**src/rtl/display_scheduler_pkg.sv**
```systemverilog
// Shared definitions for the display scheduler: FSM state encoding,
// display value width and the largest value a 3-digit display can show.
package display_scheduler_pkg;

  localparam int VAL_W = 12;
  localparam logic [VAL_W-1:0] VAL_MAX = 12'd999;

  typedef enum logic [1:0] {
    ST_IDLE     = 2'd0,
    ST_SHOW     = 2'd1,
    ST_OVERRIDE = 2'd2
  } state_e;

  // Clamp a raw source value to what three decimal digits can display.
  function automatic logic [VAL_W-1:0] sat_val(input logic [VAL_W-1:0] v);
    return (v > VAL_MAX) ? VAL_MAX : v;
  endfunction

endpackage

```
**src/rtl/display_scheduler_rr_next_valid.sv**
```systemverilog
// Round-robin search: returns the first set bit of the valid mask strictly
// after index cur, wrapping N-1 to 0 and finally reaching cur itself.
// If no bit is set, nxt falls back to cur and any is low.
module rr_next_valid #(
  parameter int N = 4
) (
  input  logic [N-1:0] valid,
  input  logic [2:0]   cur,
  output logic [2:0]   nxt,
  output logic         any
);

  logic [7:0] valid_ext;
  logic [2:0] idx;

  // Walk candidates from farthest to nearest so the nearest hit wins.
  always_comb begin
    valid_ext = 8'(valid);
    idx       = '0;
    nxt       = cur;
    for (int k = N; k >= 1; k--) begin
      idx = 3'((int'(cur) + k) % N);
      if (valid_ext[idx]) nxt = idx;
    end
    any = |valid;
  end

endmodule

```
**src/rtl/display_scheduler.sv**
```systemverilog
// Display scheduler: rotates through valid value sources, dwelling on each
// for DWELL_CYCLES, with an urgent override that pins source 0 for
// OVR_CYCLES. valor is registered and saturated to 999.
// Optional build macro DISPLAY_BLINK_EN: blink the display (blank output)
// with half-period BLINK_CYCLES while the override is active.
module display_scheduler
  import display_scheduler_pkg::*;
#(
  parameter int N_SRC        = 4,
  parameter int DWELL_CYCLES = 50_000_000,
  parameter int OVR_CYCLES   = 100_000_000,
  parameter int BLINK_CYCLES = 12_500_000
) (
  input  logic                   clk,
  input  logic                   rst_n,
  input  logic [N_SRC-1:0]       src_valid,
  input  logic [N_SRC*VAL_W-1:0] src_value,
  input  logic                   urgent,
  output logic [VAL_W-1:0]       valor,
  output logic                   valor_valid,
  output logic [2:0]             sel_id,
  output logic                   blank
);

  localparam int DW_W = $clog2(DWELL_CYCLES + 1);
  localparam int OV_W = $clog2(OVR_CYCLES + 1);
  localparam logic [2:0] LAST_IDX = 3'(N_SRC - 1);

  state_e           state_q, state_d;
  logic [2:0]       sel_q, sel_d;
  logic [2:0]       saved_q, saved_d;
  logic [2:0]       ptr_q, ptr_d;
  logic [DW_W-1:0]  dwell_q, dwell_d;
  logic [OV_W-1:0]  ovr_q, ovr_d;
  logic [VAL_W-1:0] valor_q, valor_d;
  logic             valor_valid_q, valor_valid_d;

  logic [7:0]       valid_ext;
  logic [VAL_W-1:0] vals [8];
  logic [2:0]       rr_cur, rr_nxt;
  logic             rr_any;
  logic             urgent_ok;

  // Successor index in the rotation, wrapping at N_SRC-1.
  function automatic logic [2:0] inc_idx(input logic [2:0] x);
    return (x == LAST_IDX) ? 3'd0 : x + 3'd1;
  endfunction

  // Unpack source values into an 8-entry table so a 3-bit index is in range.
  always_comb begin
    valid_ext = 8'(src_valid);
    for (int i = 0; i < 8; i++) vals[i] = '0;
    for (int i = 0; i < N_SRC; i++) vals[i] = src_value[VAL_W*i +: VAL_W];
  end

  // Search origin: from IDLE start at the rotation pointer itself (so search
  // after the entry before it); in OVERRIDE resume after the saved source.
  always_comb begin
    rr_cur = sel_q;
    if (state_q == ST_IDLE)          rr_cur = (ptr_q == 3'd0) ? LAST_IDX : ptr_q - 3'd1;
    else if (state_q == ST_OVERRIDE) rr_cur = saved_q;
  end

  rr_next_valid #(.N(N_SRC)) u_rr (
    .valid (src_valid),
    .cur   (rr_cur),
    .nxt   (rr_nxt),
    .any   (rr_any)
  );

  assign urgent_ok = urgent && valid_ext[0];

  // Next-state logic; urgent is checked first so it beats dwell expiry.
  always_comb begin
    state_d = state_q;
    sel_d   = sel_q;
    saved_d = saved_q;
    ptr_d   = ptr_q;
    dwell_d = dwell_q;
    ovr_d   = ovr_q;
    unique case (state_q)
      ST_IDLE: begin
        if (urgent_ok) begin
          state_d = ST_OVERRIDE;
          saved_d = sel_q;
          sel_d   = 3'd0;
          ovr_d   = '0;
        end else if (rr_any) begin
          state_d = ST_SHOW;
          sel_d   = rr_nxt;
          dwell_d = '0;
        end
      end
      ST_SHOW: begin
        if (urgent_ok) begin
          state_d = ST_OVERRIDE;
          saved_d = sel_q;
          sel_d   = 3'd0;
          ovr_d   = '0;
        end else if (!rr_any) begin
          state_d = ST_IDLE;
          ptr_d   = inc_idx(sel_q);
          dwell_d = '0;
        end else if (!valid_ext[sel_q] || dwell_q == DW_W'(DWELL_CYCLES - 1)) begin
          // Lone valid source: rr_nxt wraps back to sel_q, so it is kept.
          sel_d   = rr_nxt;
          dwell_d = '0;
        end else begin
          dwell_d = dwell_q + 1'b1;
        end
      end
      ST_OVERRIDE: begin
        if (urgent_ok) begin
          ovr_d = '0;
        end else if (!valid_ext[0] || ovr_q == OV_W'(OVR_CYCLES - 1)) begin
          dwell_d = '0;
          if (valid_ext[saved_q]) begin
            state_d = ST_SHOW;
            sel_d   = saved_q;
          end else if (rr_any) begin
            state_d = ST_SHOW;
            sel_d   = rr_nxt;
          end else begin
            state_d = ST_IDLE;
            ptr_d   = inc_idx(saved_q);
          end
        end else begin
          ovr_d = ovr_q + 1'b1;
        end
      end
      default: state_d = ST_IDLE;
    endcase
  end

  // Output value follows the currently selected source one cycle later.
  always_comb begin
    valor_valid_d = (state_q != ST_IDLE);
    valor_d       = valor_valid_d ? sat_val(vals[sel_q]) : '0;
  end

  // State and datapath registers.
  always_ff @(posedge clk or negedge rst_n) begin
    if (!rst_n) begin
      state_q       <= ST_IDLE;
      sel_q         <= '0;
      saved_q       <= '0;
      ptr_q         <= '0;
      dwell_q       <= '0;
      ovr_q         <= '0;
      valor_q       <= '0;
      valor_valid_q <= 1'b0;
    end else begin
      state_q       <= state_d;
      sel_q         <= sel_d;
      saved_q       <= saved_d;
      ptr_q         <= ptr_d;
      dwell_q       <= dwell_d;
      ovr_q         <= ovr_d;
      valor_q       <= valor_d;
      valor_valid_q <= valor_valid_d;
    end
  end

  assign valor       = valor_q;
  assign valor_valid = valor_valid_q;
  assign sel_id      = sel_q;

`ifdef DISPLAY_BLINK_EN
  localparam int BL_W = $clog2(BLINK_CYCLES + 1);

  logic [BL_W-1:0] blink_q, blink_d;
  logic            blank_q, blank_d;

  // Blink phase restarts on override entry; an urgent re-trigger only
  // extends the override and leaves the blink phase running.
  always_comb begin
    blink_d = '0;
    blank_d = 1'b0;
    if (state_d == ST_OVERRIDE && state_q == ST_OVERRIDE) begin
      if (blink_q == BL_W'(BLINK_CYCLES - 1)) begin
        blank_d = ~blank_q;
      end else begin
        blink_d = blink_q + 1'b1;
        blank_d = blank_q;
      end
    end
  end

  // Blink registers.
  always_ff @(posedge clk or negedge rst_n) begin
    if (!rst_n) begin
      blink_q <= '0;
      blank_q <= 1'b0;
    end else begin
      blink_q <= blink_d;
      blank_q <= blank_d;
    end
  end

  assign blank = blank_q;
`else
  assign blank = 1'b0;
`endif

endmodule

```
**config.mk**
```make
export PLATFORM = sky130hd
export DESIGN_NAME = display_scheduler
export DESIGN_NICKNAME = d
export VERILOG_FILES = /design/src/rtl/display_scheduler_pkg.sv /design/src/rtl/display_scheduler_rr_next_valid.sv /design/src/rtl/display_scheduler.sv
export SDC_FILE = /design/constraint.sdc
export NUM_CORES = 1
export LEC_CHECK = 0
export ABC_AREA = 1
export CORE_UTILIZATION = 38
export CTS_CLUSTER_SIZE = 20
export DETAILED_ROUTE_END_ITERATION = 6
export HOLD_SLACK_MARGIN = 0.02
export PLACE_DENSITY = 0.56
export RECOVER_POWER = 25
export SYNTH_ARGS = -nofsm -noshare
export SYNTH_HDL_FRONTEND = slang
export SYNTH_SLANG_ARGS = --single-unit
```
**constraint.sdc**
```tcl
create_clock -name clk -period 3.27 [get_ports clk]
set_clock_uncertainty 0.2 [all_clocks]
set_input_delay 0.327 -clock clk [delete_from_list [all_inputs] [get_ports clk]]
set_output_delay 0.327 -clock clk [all_outputs]
set_load 0.01 [all_outputs]
```
* Yosys cells after proc, flatten, opt, wreduce, memory -nomap -nowiden
Index checks and enable logic that the tools add are counted.
Storage, ports and cells: logic and storage cells 136, latch bits 0, memories 0, bits in read-only memories 0, input bits 55, bits in writable memories 0, output and inout port bits 17, flip-flop bits (word level) 77
Cells by class: multipliers 0, equal/unequal tests 20, magnitude comparators 8, reductions and logical operators 23, div/mod/pow operators 0, $add $sub $neg 9, mux-type cells 63, shifts and indexed selects 0, bitwise logic cells 5
Operator list (number):
- $mux W26 | 7
- $mux W27 | 3
- $pmux W26 S3 | 1
- $mux W3 | 23
- $pmux W27 S2 | 1
- $mux W12 | 4
- $bmux W12 S3 | 1
- $add A27 B1 Y27 const B | 1
- $eq A27 B27 Y1 const B | 1
- $add A26 B1 Y26 const B | 1
- $eq A26 B26 Y1 const B | 1
- $lt A3 B4 Y1 const B | 6
- $bmux W1 S3 | 6
- $ne A3 B3 Y1 const B | 5
- $ne A2 B2 Y1 const B | 7
- $gt A12 B10 Y1 const B | 1
- $mux W2 | 6
- $reduce_or A2 Y1 | 5
- $pmux W3 S3 | 1
- $mux W1 | 8
- $reduce_and A7 Y1 | 1
- $add A3 B1 Y3 const B | 2
- $eq A3 B2 Y1 const B | 2
- $pmux W2 S3 | 1
- 23 further kinds | 33

* Longest topological paths before layout
Gate-level depths: netlist (run 1).
word-level depth 17, gate-level depth with buffers 21, mapped depth without buffers 21

* By module
Synthesis (run 1) repeated with hierarchy kept, for this count alone.
Second synthesis, totals: cells, all modules 967, area total of the unflattened synthesis 6049.6 um^2
Modules (own cells, without submodules):
- display_scheduler | cells an instance 918, area each 5786.8 um^2, instances 1
- rr_next_valid | cells an instance 49, area each 262.8 um^2, instances 1

* Least setup slack after synthesis (run 1)
No wires, ideal clock.
kind register to register, from register state_q[0], to register sel_q[1], in the netlist sel_id[1], setup time 0.077 ns, buffers on the path 0, arrival 1.960 ns, stages on the path, launching flop included 19, path slack 1.032 ns, data required time 2.993 ns, clock period less this slack 2.238 ns, path through dfrtp_1 -> inv_1 -> ha_1 -> inv_2 -> nand2_2 -> nand2_1 -> nand2_1 -> nand2_2 -> nand2_1 -> nand2_2 -> o21ai_2 -> nand3_1 -> a21oi_1 -> nand2_1 -> nand3_1 -> nand2_1 -> nand2_1 -> nand2_1 -> a21oi_1
On the way: longest elaborated chain between the ends 17, elaborated cells between the ends (all ways) 44, those cells by class add/sub (4); eq/ne (6); mux (23); bitwise (4); reduce/logical (7)
RTL lines:
- start: declaration | line display_scheduler.sv:29 | state_e state_q, state_d;
- start signal: assignment | line display_scheduler.sv:153 | state_q <= state_d;
- $eq A2 B2 Y1 | line display_scheduler.sv:61, display_scheduler.sv:81
- $mux W3 | line display_scheduler.sv:61 | else if (state_q == ST_OVERRIDE) rr_cur = saved_q;
- $mux W3 | line display_scheduler.sv:60 | if (state_q == ST_IDLE) rr_cur = (ptr_q == 3'd0) ? LAST_IDX : ptr_q - 3'd1;
- $add A2 B1 Y2 | line display_scheduler_rr_next_valid.sv:22 | idx = 3'((int'(cur) + k) % N);
- $reduce_or A2 Y1 (no line)
- $and A1 B1 Y1 (no line)
- $bmux W1 S3 | line display_scheduler_rr_next_valid.sv:23 | if (valid_ext[idx]) nxt = idx;
- $mux W1 (implied by the code) | line display_scheduler_rr_next_valid.sv:23
- $mux W3 (4 in a row) | line display_scheduler_rr_next_valid.sv:23
- $mux W3 | line display_scheduler.sv:88, display_scheduler.sv:120
- $mux W3 | line display_scheduler.sv:117 | if (valid_ext[saved_q]) begin
- $mux W3 | line display_scheduler.sv:115 | end else if (!valid_ext[0] || ovr_q == OV_W'(OVR_CYCLES - 1)) begin
- $mux W3 | line display_scheduler.sv:113 | if (urgent_ok) begin
- $pmux W3 S3 | line display_scheduler.sv:81 | unique case (state_q)
- end signal: assignment | line display_scheduler.sv:154 | sel_q <= sel_d;
- end: declaration | line display_scheduler.sv:30 | logic [2:0] sel_q, sel_d;
Several ways; a longest one is shown, not always the timed one. The select of a mux whose other input is x is not followed. A chain may end at the register's enable or synchronous reset.

* Worst setup path after layout (run 1)
Ends and elaborated chain as after synthesis.

==> results.ini, run 1 <==
[worst_setup_path]
r2r-end = sel_id[1]
critPathMaxFanout = 8
crit_type = reg2reg
critPathLaunch = state_q[0]
critPathLaunchType = register
cp_cell_sequence = inv_1, ha_1, inv_1, nand3_1, nand2_2, inv_1, nand2_1, nand2_1, nand2_1, nand3_1, a21oi_1, nand2_1, nand3_1, nand2_1, nand2_1, nand2_1, a21oi_1
crit_top_cell = nand2_1
critPathCaptureType = register
r2r-start = state_q[0]
slowest_delay_ps = 380
crit_required_ps = 3320
worstPathArrival_ps = 2900
rrSetupSlack_ps = 420
crit_path_top_delay_cell = dfrtp_1
r2r_cells = 17

[hold_path]
holdPathEnd = ovr_q[1]
holdPathStages = 2
hold_class = reg2reg
hold_path_startpoint = ovr_q[1]

[synth]
synth_ff_type = dfrtp_1
ys_top_cells_by_area = dfrtp_1 37%, nand2_1 13%, nor2_1 6.6%, o21ai_0 6.3%, inv_1 6.2%
ys_types = 45
synth-edff-count = 0
syn_area_mm2 = 0.005269
syn_area_per_cell_um2 = 6.979
synth_top_area_cell = dfrtp_1
yosys_warnings = 0
synthMostInstantiatedCell = nand2_1
synth-async-reset-ratio_pct = 100.0
netlist_instances = 755
synth_top_area_share_pct = 36.57
synth-seq-cells = 77
synth_top_cells_by_count = 176 x nand2_1, 92 x nor2_1, 87 x inv_1
seq_area_frac_synth_pct = 36.57

[cts]
cts_tree = yes
clk_pin_slew_worst_paths_ps = 60
cts_setup_buffers = 0
clk_latency_ps = 330
ctsResizeCount = 0
cts-root-buf = clkbuf_16
cts-hold-fix-buffers = 1
numCtsBuffers = 9
cts_max_path_buffers = 2
cts_max_level = 3
cts_sinks = 77

[placed_design]
dpl.hpwl_um = 11080
io_buffers = 70
gp_congestion = 0.8933

[floorplanning]
initial_utilization_pct = 39.32
design.die.area_mm2 = 0.01434
num_rows = 42
core_mm2 = 0.01340
die_h_um = 119.8
pin_count = 72
die_w_um = 119.8

[sta]
fin_crit_sh_pct = 87.20
tightest_slew_ps = 1948
fin_tns_setup_ps = 0
holdWs_ps = 326.8
setup_viol = 0
fmax_mhz = 350.7
rsz0062_at_grt = no
final_max_slew_viol_count = 78
finalHoldViolations = 0
maxSlewHeadroom_pct = -29.84
fin_crit_ps = 2852

[drt]
ant_nets = 0
drt-pass1-iter-count = 5
wl_um = 14500
viasPerCell = 5.190
drc_errors = 0
drtIter0Drc = 367
via_count = 5242
wl_per_cell_um = 14.36

[status]
outcome = finished, violations left
violations = capacitance limit, slew limit

[grt]
grt_max_degree = 78
grt_pass1_vias = 5124
overflow = 0
grt_pass1_wl_um = 24140
antenna_found_initial = 0
grtUsageTotal_pct = 21.16

[run]
drv_cap = 1

[power_and_ir_drop]
powerDensity_mw_per_mm2 = 768.7
leakage_nw = 2.756
ir_drop_mv = 0.3146

[finish]
num_antenna_cells = 0
nFillCells = 1355
area_growth_pct = 22.44
final_nets = 894
drive_gt1_share_pct = 6.355

[registers in the layout (all words and copies together) (netlist names)]
name and cells:
dwell_q 26, ovr_q 27, ptr_q 3, saved_q 3, sel_id 3, state_q 2
valor 12, valor_valid 1
[cell families after synthesis]
kind of cell	after synthesis	synth area share, %
flip-flops	77	36.57
XOR/XNOR	27	4.488
adder cells (fa/ha/maj)	10	2.375
buffers and inverters	116	9.119
other	1	0.07117
AND/OR/NAND/NOR	385	32.30
AO/OA/AOI/OAI	139	15.08
[final cells by class]
type / count / area (um^2) / area share (%)
timing repair buffer: 83 / 795.8 / 12.34
clock inverter: 3 / 46.29 / 0.7176
inverter: 94 / 352.8 / 5.469
sequential: 77 / 1927 / 29.87
tap: 176 / 220.2 / 3.413
clock buffer: 13 / 240.2 / 3.724
multi-input combinational: 564 / 2869 / 44.47
[worst max-delay path by stage]
stage,endpoint,cells after the start,slack (ps)
6_report,sel_id[1],17,420
3_3_place_gp,sel_id[1],16,550
5_1_grt,sel_id[1],17,200
4_1_cts,sel_id[1],17,450
3_5_place_dp,sel_id[1],17,480
2_1_floorplan,sel_id[1],18,1030
[critical path: cells and delay by family (launching register included)]
kind	cells	cell delay (ps)
AND/OR/NAND/NOR	11	1000
AO/OA/AOI/OAI	2	450
buffers and inverters	3	410
flip-flops	1	380
adder cells (fa/ha/maj)	1	320
[routing by layer]
metal	share of wire, %	up-vias	track usage (%)
met5	0	-	0
met4	2.7	0	9.453
met3	4.2	24	3.707
met2	48	137	36.16
met1	45	2441	25.96
li1	-	2640	-
[where the power goes]
part / internal (mW) / total (mW) / switching [mW]
combinational: 0.936 / 2.78 / 1.84
clock: 0.594 / 0.973 / 0.379
sequential: 1.09 / 1.21 / 0.115
[placed cells by master (no fill, tap or decap), types with 8 or more instances in the layout]
cell type / netlist / layout
o22ai_1: 8 / 8
nand3_1: 42 / 42
ha_1: 10 / 10
buf_4: 3 / 12
nand4_1: 23 / 23
nand2_1: 176 / 176
clkdlybuf4s50_1: 0 / 67
nor4_1: 16 / 16
inv_1: 87 / 87
xor2_1: 14 / 14
dfrtp_1: 77 / 77
xnor2_1: 13 / 13
nor3_1: 17 / 17
nor2_1: 92 / 92
a21oi_1: 33 / 33
clkbuf_16: 0 / 9
o21ai_0: 66 / 66
[through the flow]
step	utilization [%]	area [um^2]	power, mW	cells	setup slack, ps
4_1_cts	48.16	6454	4.989	1010	453.9
3_5_place_dp	45.95	6157	3.980	993	482.0
5_1_grt	48.14	6451	5.393	1010	197.1
2_1_floorplan	-	5276	3.204	757	1032
6_report	48.14	6451	4.959	1010	418.4
3_3_place_gp	45.95	6157	3.957	993	554.3
Power figures use the tool's default switching activity.
==> run 2: changes to the inputs <==
Settings changed: SLEW_MARGIN set to 20.
==> results.ini, run 2 (synthesis gave the netlist of run 1 again) <==
[floorplanning]
die_w_um = 119.8
core_mm2 = 0.01340
num_rows = 42
pin_count = 72
die_h_um = 119.8
initial_utilization_pct = 39.32
design.die.area_mm2 = 0.01434

[sta]
holdWs_ps = 326.8
fin_crit_ps = 2850
fin_tns_setup_ps = 0
setup_viol = 0
finalHoldViolations = 0
rsz0062_at_grt = no
final_max_slew_viol_count = 78
maxSlewHeadroom_pct = -28.38
fin_crit_sh_pct = 87.16
tightest_slew_ps = 1926
fmax_mhz = 350.8

[power_and_ir_drop]
powerDensity_mw_per_mm2 = 769.4
leakage_nw = 2.754
ir_drop_mv = 0.3145

[drt]
ant_nets = 0
via_count = 5231
wl_um = 14490
drtIter0Drc = 367
viasPerCell = 5.179
wl_per_cell_um = 14.35
drt-pass1-iter-count = 5
drc_errors = 0

[cts]
cts_sinks = 77
cts_tree = yes
ctsResizeCount = 0
cts-root-buf = clkbuf_16
clk_latency_ps = 330
cts_max_path_buffers = 2
numCtsBuffers = 9
cts_max_level = 3
clk_pin_slew_worst_paths_ps = 60

[grt]
overflow = 0
antenna_found_initial = 0
grt_pass1_vias = 5124
grt_max_degree = 78
grtUsageTotal_pct = 21.16
grt_pass1_wl_um = 24140

[placed_design]
io_buffers = 70
dpl.hpwl_um = 11080
gp_congestion = 0.8933
dp_cells = 993

[status]
violations = capacitance limit, slew limit
outcome = finished, violations left

[finish]
layout_common_cells = 176 x nand2_1, 92 x nor2_1, 87 x inv_1
drive_gt1_share_pct = 6.355
mostFrequentLayoutCell = nand2_1
num_antenna_cells = 0
area_growth_pct = 22.44
utilization_pct = 48.14
largest_reg_flops = 27
final_nets = 894
top_register = ovr_q
fin_cells = 1010

[worst_setup_path]
worstPathArrival_ps = 2900
crit_top_cell = nand2_1
critPathLaunchType = register
crit_required_ps = 3320
slowest_delay_ps = 380
crit_path_top_delay_cell = dfrtp_1
critPathCaptureType = register
cp_cell_sequence = inv_1, ha_1, inv_1, nand3_1, nand2_2, inv_1, nand2_1, nand2_1, nand2_1, nand3_1, a21oi_1, nand2_1, nand3_1, nand2_1, nand2_1, nand2_1, a21oi_1
critPathMaxFanout = 8
crit_type = reg2reg

[hold_path]
hold_class = reg2reg

[run]
drv_cap = 1

-- run 2: cell types whose count changed in the layout (fill, tap and decap cells not counted), sizes merged --
cell           change
clkdlybuf4s50      +2
dlygate4sd3        -2
-- run 2: critical path: cells and delay by family (launching register included) --
family,cells,cell delay (ps)
buffers and inverters,3,410
AO/OA/AOI/OAI,2,450
adder cells (fa/ha/maj),1,320
flip-flops,1,380
AND/OR/NAND/NOR,11,1000
-- run 2: worst paths after layout --
check	start	end	slack, ps	cells after the start
max	state_q[0]	sel_id[1]	420	17
min	ovr_q[1]	ovr_q[1]	330	2
max reg2reg	state_q[0]	sel_id[1]	420	17
min reg2reg	ovr_q[1]	ovr_q[1]	330	2
max in group asynchronous	rst_n	valor[4]	860	2
min in group asynchronous	rst_n	dwell_q[3]	870	2
-- run 2: per-stage QoR --
step | worst slack [ps] | area (um^2) | total power [mW]
final | 419.7 | 6451 | 4.963
after global routing | 197.1 | 6451 | 5.398
after CTS | 453.9 | 6454 | 4.989
after detailed placement | 482.0 | 6157 | 3.980
after global placement | 554.3 | 6157 | 3.957
after floorplan | 1032 | 5276 | 3.204
-- run 2: power by group --
group          internal (mW)  switching [mW]
clock network          0.594           0.380
logic                  0.940            1.84
registers               1.10           0.115
-- run 2: layer usage --
| layer | GRT usage [%] | wire length, um | up-vias |
|---|---|---|---|
| met1 | 25.96 | 6533 | 2427 |
| met5 | 0 | 0 | - |
| met3 | 3.707 | 638 | 24 |
| met4 | 9.453 | 388 | 0 |
| li1 | - | - | 2639 |
| met2 | 36.16 | 6934 | 141 |
-- run 2: final cells by class --
class                   instances  area (um^2)
clock buffers                  13        240.2
repair buffers                 83        795.8
fillers                      1357         6949
flip-flops and latches         77         1927
inverters                      94        352.8
clock inverters                 3        46.29
multi-input cells             564         2869
well taps                     176        220.2
-- run 2: repair_timing --
action                                 CTS  global route
hold buffers                             1             0
endpoints found under the hold margin   54             0
setup buffers                            0             0
==> run 3: changes to the inputs <==
Settings changed: ABC_AREA 1 to 0, CTS_BUF_LIST set to sky130_fd_sc_hd__clkbuf_4.
==> results.ini, run 3 <==
[status]
outcome = finished, violations left
violations = capacitance limit, slew limit

[power_and_ir_drop]
power_frac_clock_pct = 14.5
power_frac_comb_pct = 53.8
leakage_nw = 2.308
swShare_pct = 42.42
switching_power_mw = 1.609
powerDensity_mw_per_mm2 = 638.0
p_int_mw = 2.183
ir_drop_mv = 0.3840
seqPwrFrac_pct = 31.7

[synth]
synth-seq-cells = 77
netlist_instances = 543
synth-async-reset-ratio_pct = 100.0
syn_area_per_cell_um2 = 9.060
syn_area_mm2 = 0.004920
synth_top_area_share_pct = 39.17
ys_top_cells_by_area = dfrtp_1 39%, mux4_2 5.0%, nor2_1 4.2%, nand2_1 4.0%, o21ai_0 3.6%
synth_ff_type = dfrtp_1
synth_top_cells_by_count = 77 x dfrtp_1, 55 x nor2_1, 52 x nand2_1
synth_top_area_cell = dfrtp_1
synth-edff-count = 0
seq_area_frac_synth_pct = 39.17
synthMostInstantiatedCell = dfrtp_1
yosys_warnings = 0
ys_types = 65

[grt]
grtUsageTotal_pct = 20.30
overflow = 0
antenna_found_initial = 0
grt_pass1_wl_um = 21130
grt_pass1_vias = 4129
grt_max_degree = 78

[drt]
via_count = 4397
ant_nets = 0
drt-pass1-iter-count = 5
drtIter0Drc = 194
drc_errors = 0
wl_um = 12970
viasPerCell = 5.587
wl_per_cell_um = 16.48

[sta]
maxSlewHeadroom_pct = -31.26
fin_tns_setup_ps = 0
setup_viol = 0
fmax_mhz = 363.3
setup_slack_ps = 517.7
final_max_slew_viol_count = 78
rsz0062_at_grt = no
tightest_slew_ps = 1969
holdWs_ps = 306.0
fin_crit_sh_pct = 84.17
finalHoldViolations = 0
fin_crit_ps = 2752

[cts]
cts_sinks = 77
ctsResizeCount = 0
numCtsBuffers = 9
cts_max_level = 3
clk_pin_slew_worst_paths_ps = 120
cts_max_path_buffers = 2
cts_tree = yes
clk_latency_ps = 440
cts-root-buf = clkbuf_4

[floorplanning]
core_mm2 = 0.01262
die_w_um = 115.8
design.die.area_mm2 = 0.01341
num_rows = 41
die_h_um = 115.8
pin_count = 72
initial_utilization_pct = 38.98

[placed_design]
io_buffers = 70
dp_worst_setup_slack_ps = 435.6
dpl.hpwl_um = 9447
gp_congestion = 0.8840

[finish]
num_antenna_cells = 0
drive_gt1_share_pct = 8.618
area_growth_pct = 20.83
largest_reg_flops = 27
mostFrequentLayoutCell = dfrtp_1
layout_common_cells = 77 x dfrtp_1, 69 x clkdlybuf4s50_1, 55 x nor2_1
top_register = ovr_q
final_nets = 678

[worst_setup_path]
rrSetupSlack_ps = 520
crit_type = reg2reg
critPathLaunchType = register
worstPathArrival_ps = 2930
crit_required_ps = 3450
critPathCaptureType = register
critPathMaxFanout = 9

[run]
drv_cap = 1

[hold_path]
hold_class = reg2reg

==> run 3: stage by stage <==
step / power, mW / std cells / instance area [um^2] / util, %
after detailed placement: 3.259 / 773 / 5827 / 46.17
after CTS: 3.823 / 787 / 5947 / 47.12
after global placement: 3.239 / 773 / 5827 / 46.17
after floorplan: 2.587 / 545 / 4927 / -
final: 3.792 / 787 / 5944 / 47.10
after global routing: 4.096 / 787 / 5944 / 47.10
==> run 3: worst paths after layout <==
check | start | endpoint | cells after the start
max | state_q[0] | ovr_q[23] | 9
min | ptr_q[1] | ptr_q[1] | 2
max reg2reg | state_q[0] | ovr_q[23] | 9
min reg2reg | ptr_q[1] | ptr_q[1] | 2
max in group asynchronous | rst_n | ovr_q[21] | 2
min in group asynchronous | rst_n | dwell_q[24] | 2
==> run 3: layout make-up <==
cell class	instances	area [um^2]
fillers	1235	6675
multi-input cells	422	2803
flip-flops and latches	77	1927
repair buffers	88	833.3
well taps	172	215.2
clock buffers	9	67.56
inverters	15	56.30
clock inverters	4	42.54
==> run 3: kinds of logic after synthesis <==
kind of cell	count (synthesis)	share of synthesized area [%]
simple gates	233	24.49
compound gates	126	17.27
flops	77	39.17
buf+inv	46	4.018
xor+xnor	29	5.163
mux	21	7.274
fa+ha+maj	10	2.543
other cells	1	0.07622
==> run 3: metal layers <==
metal | track usage [%] | share of wire [%]
met5 | 0 | 0
met4 | 7.521 | 1.2
met3 | 3.870 | 4.1
met2 | 30.83 | 47
met1 | 28.72 | 47
==> run 3: timing repair <==
item                                   CTS  global route
endpoints found under the hold margin   77             0
hold buffers                             1             0
setup endpoints to repair                0             0
buffers inserted                         0             0
==> run 3: critical path, cell delays in order (launching register included) <==
cell and delay, ps:
dfrtp_1 410, inv_1 80, ha_1 240, buf_4 170, or3_1 460, nand2_1 120
nand2b_1 90, and2_1 230, or4_1 520, a21oi_1 160
==> run 3: power by group through the flow <==
| stage | clock network, mW | registers [mW] | logic [mW] |
|---|---|---|---|
| after floorplan | 0 | 1.21 | 1.37 |
| after global placement | 0 | 1.22 | 2.02 |
| after detailed placement | 0 | 1.22 | 2.04 |
| after CTS | 0.574 | 1.20 | 2.05 |
| after global routing | 0.609 | 1.23 | 2.26 |
| final | 0.549 | 1.20 | 2.04 |
